===== config.mk =====
export PLATFORM = sky130hd
export DESIGN_NAME = lfsr_sequencer
export DESIGN_NICKNAME = d
export VERILOG_FILES = /design/src/rtl/lfsr_pkg.sv /design/src/rtl/lfsr_core.sv /design/src/rtl/lfsr_sequencer.sv
export SDC_FILE = /design/constraint.sdc
export NUM_CORES = 1
export LEC_CHECK = 0
export CORE_MARGIN = 1.5
export CORE_UTILIZATION = 30
export DETAILED_ROUTE_END_ITERATION = 6
export GPL_ROUTABILITY_DRIVEN = 0
export PLACE_DENSITY = 0.47
export SLEW_MARGIN = 20
export SYNTH_ARGS = -nofsm -noshare
export SYNTH_HDL_FRONTEND = slang
export SYNTH_SLANG_ARGS = --single-unit

===== constraint.sdc =====
create_clock -name clk -period 4.52 [get_ports clk]
set_clock_uncertainty 0.1 [all_clocks]
set_input_delay 1.13 -clock clk [delete_from_list [all_inputs] [get_ports clk]]
set_output_delay 1.13 -clock clk [all_outputs]
set_load 0.01 [all_outputs]

===== src/rtl/lfsr_pkg.sv =====
`default_nettype none
// lfsr_pkg: opcodes, mode encoding and reset constants shared by the LFSR sequencer.
// Revision 1.0
package lfsr_pkg;

  localparam logic [2:0] OP_NOP       = 3'd0;
  localparam logic [2:0] OP_LOAD_TAPS = 3'd1;
  localparam logic [2:0] OP_LOAD_SEED = 3'd2;
  localparam logic [2:0] OP_RUN       = 3'd3;
  localparam logic [2:0] OP_PAUSE     = 3'd4;
  localparam logic [2:0] OP_STEP      = 3'd5;
  localparam logic [2:0] OP_MEASURE   = 3'd6;

  typedef enum logic [1:0] {
    MODE_PAUSE   = 2'd0,
    MODE_RUN     = 2'd1,
    MODE_MEASURE = 2'd2
  } mode_e;

  localparam logic [4:0] TAPS_RESET = 5'b10100;
  localparam logic [4:0] SEED_RESET = 5'b00001;

endpackage
`default_nettype wire


===== src/rtl/lfsr_core.sv =====
`default_nettype none
// lfsr_core: Galois LFSR taps/state registers and the combinational step function.
// Revision 1.0
module lfsr_core
  import lfsr_pkg::*;
#(
  parameter int LFSR_BITS = 5
) (
  input  logic                 clk,
  input  logic                 reset,
  input  logic                 load_taps,
  input  logic                 load_seed,
  input  logic                 step,
  input  logic [LFSR_BITS-1:0] data,
  output logic [LFSR_BITS-1:0] state,
  output logic [LFSR_BITS-1:0] next_state
);

  logic [LFSR_BITS-1:0] taps_q;
  logic [LFSR_BITS-1:0] state_q;

  always_comb begin
    next_state = state_q[0] ? ((state_q >> 1) ^ taps_q) : (state_q >> 1);
  end

  // A seed load takes priority over a step issued in the same cycle.
  always_ff @(posedge clk) begin
    if (reset) begin
      taps_q  <= LFSR_BITS'(TAPS_RESET);
      state_q <= LFSR_BITS'(SEED_RESET);
    end else begin
      if (load_taps) taps_q <= data;
      if (load_seed) state_q <= data;
      else if (step) state_q <= next_state;
    end
  end

  assign state = state_q;

endmodule
`default_nettype wire


===== src/rtl/lfsr_sequencer.sv =====
`default_nettype none
// lfsr_sequencer: command-driven run/pause/step/measure controller around lfsr_core.
// Revision 1.0
module lfsr_sequencer
  import lfsr_pkg::*;
#(
  parameter int LFSR_BITS = 5,
  parameter int CLOCK_HZ  = 1000
) (
  input  logic                 clk,
  input  logic                 reset,
  input  logic                 cmd_valid,
  input  logic [2:0]           cmd_op,
  input  logic [LFSR_BITS-1:0] cmd_data,
  output logic                 cmd_ready,
  output logic [LFSR_BITS-1:0] lfsr_state,
  output logic                 running,
  output logic                 stuck,
  output logic [LFSR_BITS:0]   period,
  output logic                 period_valid,
  output logic                 period_err
);

  localparam int DIV_W = (CLOCK_HZ > 1) ? $clog2(CLOCK_HZ) : 1;
  localparam logic [DIV_W-1:0]   DIV_LAST  = DIV_W'(CLOCK_HZ - 1);
  localparam logic [LFSR_BITS:0] CNT_LIMIT = {1'b1, {LFSR_BITS{1'b0}}};

  mode_e                mode_q, mode_d, saved_q, saved_d;
  logic [DIV_W-1:0]     div_q, div_d;
  logic [LFSR_BITS:0]   count_q, count_d, cnt_inc;
  logic [LFSR_BITS-1:0] start_q, start_d;
  logic [LFSR_BITS:0]   period_q, period_d;
  logic                 pvalid_q, pvalid_d;
  logic                 perr_q, perr_d;

  logic                 accept, load_taps, load_seed, step;
  logic [LFSR_BITS-1:0] core_data, state, next_state;

  lfsr_core #(.LFSR_BITS(LFSR_BITS)) u_core (
    .clk        (clk),
    .reset      (reset),
    .load_taps  (load_taps),
    .load_seed  (load_seed),
    .step       (step),
    .data       (core_data),
    .state      (state),
    .next_state (next_state)
  );

  assign cmd_ready = (mode_q != MODE_MEASURE);
  assign accept    = cmd_valid && cmd_ready;
  assign cnt_inc   = count_q + (LFSR_BITS+1)'(1);

  always_comb begin
    mode_d    = mode_q;
    saved_d   = saved_q;
    div_d     = div_q;
    count_d   = count_q;
    start_d   = start_q;
    period_d  = period_q;
    pvalid_d  = 1'b0;
    perr_d    = perr_q;
    load_taps = 1'b0;
    load_seed = 1'b0;
    step      = 1'b0;
    core_data = cmd_data;

    if (mode_q == MODE_MEASURE) begin
      step    = 1'b1;
      count_d = cnt_inc;
      if (next_state == start_q) begin
        period_d = cnt_inc;
        pvalid_d = 1'b1;
        mode_d   = saved_q;
        div_d    = '0;
      end else if (cnt_inc == CNT_LIMIT) begin
        period_d  = '0;
        perr_d    = 1'b1;
        pvalid_d  = 1'b1;
        load_seed = 1'b1;
        core_data = start_q;
        mode_d    = saved_q;
      end
    end else begin
      // Mode-changing commands suppress this cycle's divider tick.
      if (mode_q == MODE_RUN &&
          !(accept && (cmd_op == OP_PAUSE || cmd_op == OP_MEASURE))) begin
        if (div_q == DIV_LAST) begin
          div_d = '0;
          step  = 1'b1;
        end else begin
          div_d = div_q + DIV_W'(1);
        end
      end
      if (accept) begin
        case (cmd_op)
          OP_LOAD_TAPS: load_taps = 1'b1;
          OP_LOAD_SEED: begin
            load_seed = 1'b1;
            div_d     = '0;
          end
          OP_RUN: begin
            if (mode_q == MODE_PAUSE) begin
              mode_d = MODE_RUN;
              div_d  = '0;
            end
          end
          OP_PAUSE: mode_d = MODE_PAUSE;
          OP_STEP: begin
            if (mode_q == MODE_PAUSE) step = 1'b1;
          end
          OP_MEASURE: begin
            mode_d  = MODE_MEASURE;
            saved_d = mode_q;
            start_d = state;
            count_d = '0;
            perr_d  = 1'b0;
          end
          default: ;
        endcase
      end
    end
  end

  always_ff @(posedge clk) begin
    if (reset) begin
      mode_q   <= MODE_PAUSE;
      saved_q  <= MODE_PAUSE;
      div_q    <= '0;
      count_q  <= '0;
      start_q  <= '0;
      period_q <= '0;
      pvalid_q <= 1'b0;
      perr_q   <= 1'b0;
    end else begin
      mode_q   <= mode_d;
      saved_q  <= saved_d;
      div_q    <= div_d;
      count_q  <= count_d;
      start_q  <= start_d;
      period_q <= period_d;
      pvalid_q <= pvalid_d;
      perr_q   <= perr_d;
    end
  end

  assign lfsr_state   = state;
  assign running      = (mode_q == MODE_RUN);
  assign stuck        = (state == '0);
  assign period       = period_q;
  assign period_valid = pvalid_q;
  assign period_err   = perr_q;

endmodule
`default_nettype wire


==> metrics.txt, run 1 <==
outcome=finished, final reports clean; Syn Nets=276; Syn Std Cell Area=roughly 2200 sq um; Async S/R FF share, synth=0; vias in the first global route=1875; Sequential Power Share=0.476; Highest Clock Rate=307.1 MHz; hold crit path type=flop to flop; fraction of layout cells with a size suffix above 1=0.05556; Internal=610.8 uW; switching power=293.8 uW; Buffers on Ports=26; final worst slack=1.264 ns; CTS Buffer Depth=2; Max-Cap Viols=0; Gate power share=0.254; Post-CTS Hold Fix Bufs=0; synth warn=0; pre-CTS setup slack=0.9906 ns; Routed WL=5631 um; met2 global-route usage=0.2249; EDFF count, synth=0; ANT nets after route=0; Root Driver=clkbuf_8; Vias=2022; setup TNS=0 ns; drt via density=about 5.2; I/O Pins=27; CP max FO=14; die height=89.21 um; Post-Syn Area per Cell=8.478 sq um; htree depth=2; dpl hpwl=3919 um; CP required=3.29 ns; Mapped Cells=roughly 260; # Post-CTS Setup Buffers=0; Pre-Repair DR Iteration Count=4; Core Box Area=7214 sq um; total track usage=0.1515; Leak=~0.91 nW; # diodes=0; Worst setup SP type=flop; Global Route met1 Usage=0.2119; Clk pwr share=0.270; Setup CP Type=flop to output pin; Num CTS Buffers=5; worst slew pin tran=0.8867 ns; FF-to-FF setup slack=2.06 ns; routed length per placed instance=14.55 um; first-pass GRT wire length=9321 um; Top Usage Layer GRT=met2; starting density of the core=0.3091; Final setup viols=0; pin count of the biggest net entering global routing=28; CP endpoint kind=output pin; post-route cell area=2669 sq um; synthesized flop and latch total=43; Slew headroom=0.4056; CTS resizes=0; Remaining Overflow, GRT=0; FP Rows=31; CTS Sinks=43; unrepaired setup endpoints after global routing=no; Area Growth Syn to Fin=19.70%; initial antenna violation count=0; DR iter-0 viols=~110; drt drc=0; Max IR drop VDD=roughly 0.14 mV; Net Sw Frac=0.3248; Seq/Total Area, Yosys=0.3861; ys flop type=dfxtp_1; Hold Vio Cnt, Final=0; Clk pin slew, worst setup/hold paths=approximately 0.08 ns; die width=89.21 um; CTS tree=done; Final min period=3.256 ns; Tcrit/Tclk final=0.7203; Final Total Pwr=~900 uW; full die area=7958 sq um; Max Slew Vio Count=0; Clock Latency Late Sink=~0.29 ns; met3 capacity usage during global routing=0.03786; Power Density=339.0 nW/um^2; library cells used by synthesis=52; DP Area=2584 sq um; Final Util=0.3699; CP arrival=~2.0 ns; nets=300
[placed cells by master (no fill, tap or decap), types with 3 or more instances in the layout]
cell type        count
xor2_1               3
a22oi_1              4
dfxtp_1             43
a211o_1              3
nor3b_1              3
a31oi_1              8
clkdlybuf4s50_1     26
nand3b_1             3
xnor2_1              9
o21ai_0             11
o2bb2ai_1            5
nor3_1               4
a21oi_1             15
clkbuf_8             5
a311oi_1             8
nand3_1             13
mux2i_1             10
nand2_1             19
nor2b_1              5
nand2b_1             4
inv_1                7
nor2_1              34
[final timing paths]
path         cells after the start        end       startpoint
max                              4  cmd_ready        mode_q[0]
min                              1  period[2]        period[2]
max reg2reg                      6  period[1]  u_core.state[0]
min reg2reg                      1  period[2]        period[2]
[synth_stat cells (3+ instances only)]
cell,number,area [sq um]
a211o_1,3,26.28
a21oi_1,15,75.07
a22oi_1,4,30.03
a311oi_1,8,70.07
a31oi_1,8,50.05
buf_2,3,15.01
clkbuf_1,8,30.03
dfxtp_1,43,860.8
inv_1,7,26.28
mux2i_1,10,100.1
nand2_1,19,71.32
nand2b_1,4,25.02
nand3_1,13,65.06
nand3b_1,3,22.52
nor2_1,34,127.6
nor2b_1,5,31.28
nor3_1,4,20.02
nor3b_1,3,22.52
o21ai_0,11,55.05
o2bb2ai_1,5,43.79
xnor2_1,9,78.83
xor2_1,3,26.28
[worst max-delay path: stages (launching register included)]
cell             delay (ns)
dfxtp_1                0.48
nor2b_1                0.09
buf_4                  0.19
inv_1                  0.35
clkdlybuf4s50_1        0.62
[metrics by stage]
stage | std cells | hold slack, ns
after floorplan | 263 | 0.3408
after detailed placement | 379 | 0.3531
after global placement | 379 | 0.3465
after CTS | 387 | 0.3789
after global routing | 387 | 0.3875
final | 387 | 0.3751
[logic make-up after synthesis]
family / share of synthesized area
simple gates: 0.2402
mux: 0.04490
compound gates: 0.2284
buf+inv: 0.03199
xor+xnor: 0.05724
flops: 0.3861
fa+ha+maj: 0.01122
[power groups by stage]
stage               Sequential, mW  Clock, mW  Combinational [mW]
floorplan                    0.430          0               0.155
global placement             0.441          0               0.229
detailed placement           0.439          0               0.229
CTS                          0.431      0.251               0.230
global route                 0.436      0.274               0.255
finish                       0.430      0.244               0.230
[per-layer routing]
layer | wire length (um) | vias up
met5 | 0 | -
met1 | 2928 | 953
met2 | 2371 | 45
met3 | 233 | 8
met4 | 97 | 0
li1 | - | 1016
[layout make-up]
type                    count  area, sq um
clock buffers               6        72.57
clock inverters             2        12.51
fillers                   788         4546
inverters                   7        26.28
multi-input cells         202         1297
flip-flops and latches     43        860.8
well taps                  99        123.9
repair buffers             28        275.3
[sequential cells by signal (all words and copies together), names as in the netlist]
signal	cells
u_core.state	5
u_core.taps_q	5
saved_q	2
mode_q	2
div_q	10
start_q	5
period_err	1
period_valid	1
period	6
count_q	6
No activity file was read; power rests on OpenSTA's default activity.
==> run 2: changes to the inputs <==
==> constraint.sdc (replaced) <==
create_clock -name clk -period 3.2 [get_ports clk]
set_clock_uncertainty 0.1 [all_clocks]
set_input_delay 0.8 -clock clk [delete_from_list [all_inputs] [get_ports clk]]
set_output_delay 0.8 -clock clk [all_outputs]
set_load 0.01 [all_outputs]
==> run 2 against run 1 <==
Routed wire length is essentially flat. Total power increased by 48%. Design area is 3.8% higher. Worst setup slack worse by 0.97 ns. Critical path depth is 1 lower. Via count shrank 0.89%. Final cell count rose by 2.8%. Critical endpoint is now stuck. Largest power group unchanged.
==> metrics.txt, run 2 (synthesis gave the netlist of run 1 again) <==
vias in the first global route=1876 (+0.053%); # Post-CTS Setup Buffers=0 (unchanged); Highest Clock Rate=344.5 MHz; Top Usage Layer GRT=met2; Num CTS Buffers=5 (unchanged); DP Cell Count=390 (+2.9%); met3 capacity usage during global routing=0.03416 (-0.003693); nets=311 (+3.7%); full die area=7958 sq um (unchanged); most frequent cells in the layout=43 x dfxtp_1, 34 x nor2_1, 26 x clkdlybuf4s50_1; worst-path cell chain=or4_2 > nor2_1 > clkdlybuf4s50_1; drt via density=5.035 (-3.6%); total track usage=0.1529 (+0.001407); Core Box Area=7214 sq um (unchanged); leading cell type in the layout, fill and taps excluded=dfxtp_1; Slew headroom=0.5778 (+0.1722); Setup CP Type=flop to output pin; Clock Latency Late Sink=0.30 ns (about the same); Worst setup SP type=flop; Final Util=0.3840 (+0.01405); Tcrit/Tclk final=0.9071; Routed WL=5628 um (about the same); FP Rows=31 (unchanged); CP arrival=2.00 ns (-0.03 ns); Global Route met1 Usage=0.2200 (+0.008117); critical path's largest stage delay=0.66 ns (+0.04 ns); CTS resizes=0 (unchanged); Area Growth Syn to Fin=24.24%; DR iter-0 viols=133 (+24%); ANT nets after route=0 (unchanged); CP max FO=6 (-8); final instance count without filler cells=398 (+2.8%); pre-CTS setup slack=0.1267 ns (-0.8640 ns); Slowest-stage cell, CP=or4_2; worst slew pin tran=0.6290 ns (-0.2577 ns); Final min period=2.903 ns; Final setup viols=0 (unchanged); max reg flops=10 (unchanged); CTS tree=done; Vias=2004 (-0.89%); hold crit path type=flop to flop; CP endpoint kind=output pin; Max Slew Vio Count=0 (unchanged); CTS Buffer Depth=2 (unchanged); Clk pin slew, worst setup/hold paths=0.08 ns (about the same); Power Density=484.2 nW/um^2 (+43%); I/O Pins=27 (unchanged); Buffers on Ports=26 (unchanged); Remaining Overflow, GRT=0 (unchanged); first-pass GRT wire length=9397 um (+0.82%); final worst slack=0.2972 ns (-0.9669 ns); # diodes=0 (unchanged); Leak=0.9695 nW (+7.1%); fraction of layout cells with a size suffix above 1=0.09365 (+0.03809); met2 global-route usage=0.2317 (+0.006835); Crit path max-delay family=simple AND/OR/NAND/NOR gates; CP required=2.30 ns (-0.99 ns); setup TNS=0 ns (unchanged); Hold Vio Cnt, Final=0 (unchanged); Post-CTS Hold Fix Bufs=0 (unchanged); die width=89.21 um (unchanged); Max IR drop VDD=0.2205 mV (+55%); drt drc=0 (unchanged); Pre-Repair DR Iteration Count=5 (+1); pin count of the biggest net entering global routing=20 (-29%); Most flops, register=div_q; starting density of the core=0.3091 (unchanged); FF-to-FF setup slack=0.71 ns (-1.35 ns); Final Total Pwr=1.341 mW (+48%); routed length per placed instance=14.14 um (-2.8%); buffers plus inverters on the worst setup path=1 (-2); Max-Cap Viols=0 (unchanged); outcome=finished, final reports clean; unrepaired setup endpoints after global routing=no; initial antenna violation count=0 (unchanged); dpl hpwl=4107 um (+4.8%); die height=89.21 um (unchanged); Root Driver=clkbuf_8; htree depth=2 (unchanged); CTS Sinks=43 (unchanged)
-- run 2: cell count changes in the layout (fill, tap and decap cells not counted), sizes merged --
cell / previous run / this run
buf: 2 / 13
clkbuf: 6 / 7
clkinv: 1 / 0
-- run 2: report_power, final --
part	leakage (nW)	internal (mW)	switching (mW)
Combinational	0.571	0.164	0.183
Sequential	0.348	0.561	0.0428
Clock	0.0505	0.197	0.194
Total	0.969	0.922	0.419
-- run 2: final cells by class --
cell class | count | area [sq um]
tap | 99 | 123.9
multi-input combinational | 202 | 1297
sequential | 43 | 860.8
timing repair buffer | 39 | 357.8
fill | 757 | 4444
inverter | 7 | 26.28
clock buffer | 7 | 96.34
clock inverter | 1 | 7.507
-- run 2: final timing paths --
check                  start         to  cells past startpoint
min                period[5]  period[5]                      1
max          u_core.state[2]      stuck                      3
min reg2reg        period[5]  period[5]                      1
max reg2reg  u_core.state[0]  period[1]                      6
-- run 2: layer usage --
layer,vias up,part of all wire
met1,926,0.52
met3,4,0.039
met4,0,0.0068
met2,37,0.43
met5,-,0
li1,1037,-
-- run 2: metrics by stage --
stage	area, sq um	hold slack, ns
6_report	2770	0.3742
5_1_grt	2770	0.3867
4_1_cts	2770	0.3742
3_5_place_dp	2666	0.3510
3_3_place_gp	2666	0.3469
2_1_floorplan	2230	0.3408
==> run 3: changes to the inputs <==
--- a/config.mk
+++ b/config.mk
@@ -5,6 +5,7 @@
 export SDC_FILE = /design/constraint.sdc
 export NUM_CORES = 1
 export LEC_CHECK = 0
+export CAP_MARGIN = 20
 export CORE_MARGIN = 1.5
 export CORE_UTILIZATION = 30
 export DETAILED_ROUTE_END_ITERATION = 6
==> results of run 3 <==
Final layout, timing and power as in run 2 (identical DEF).
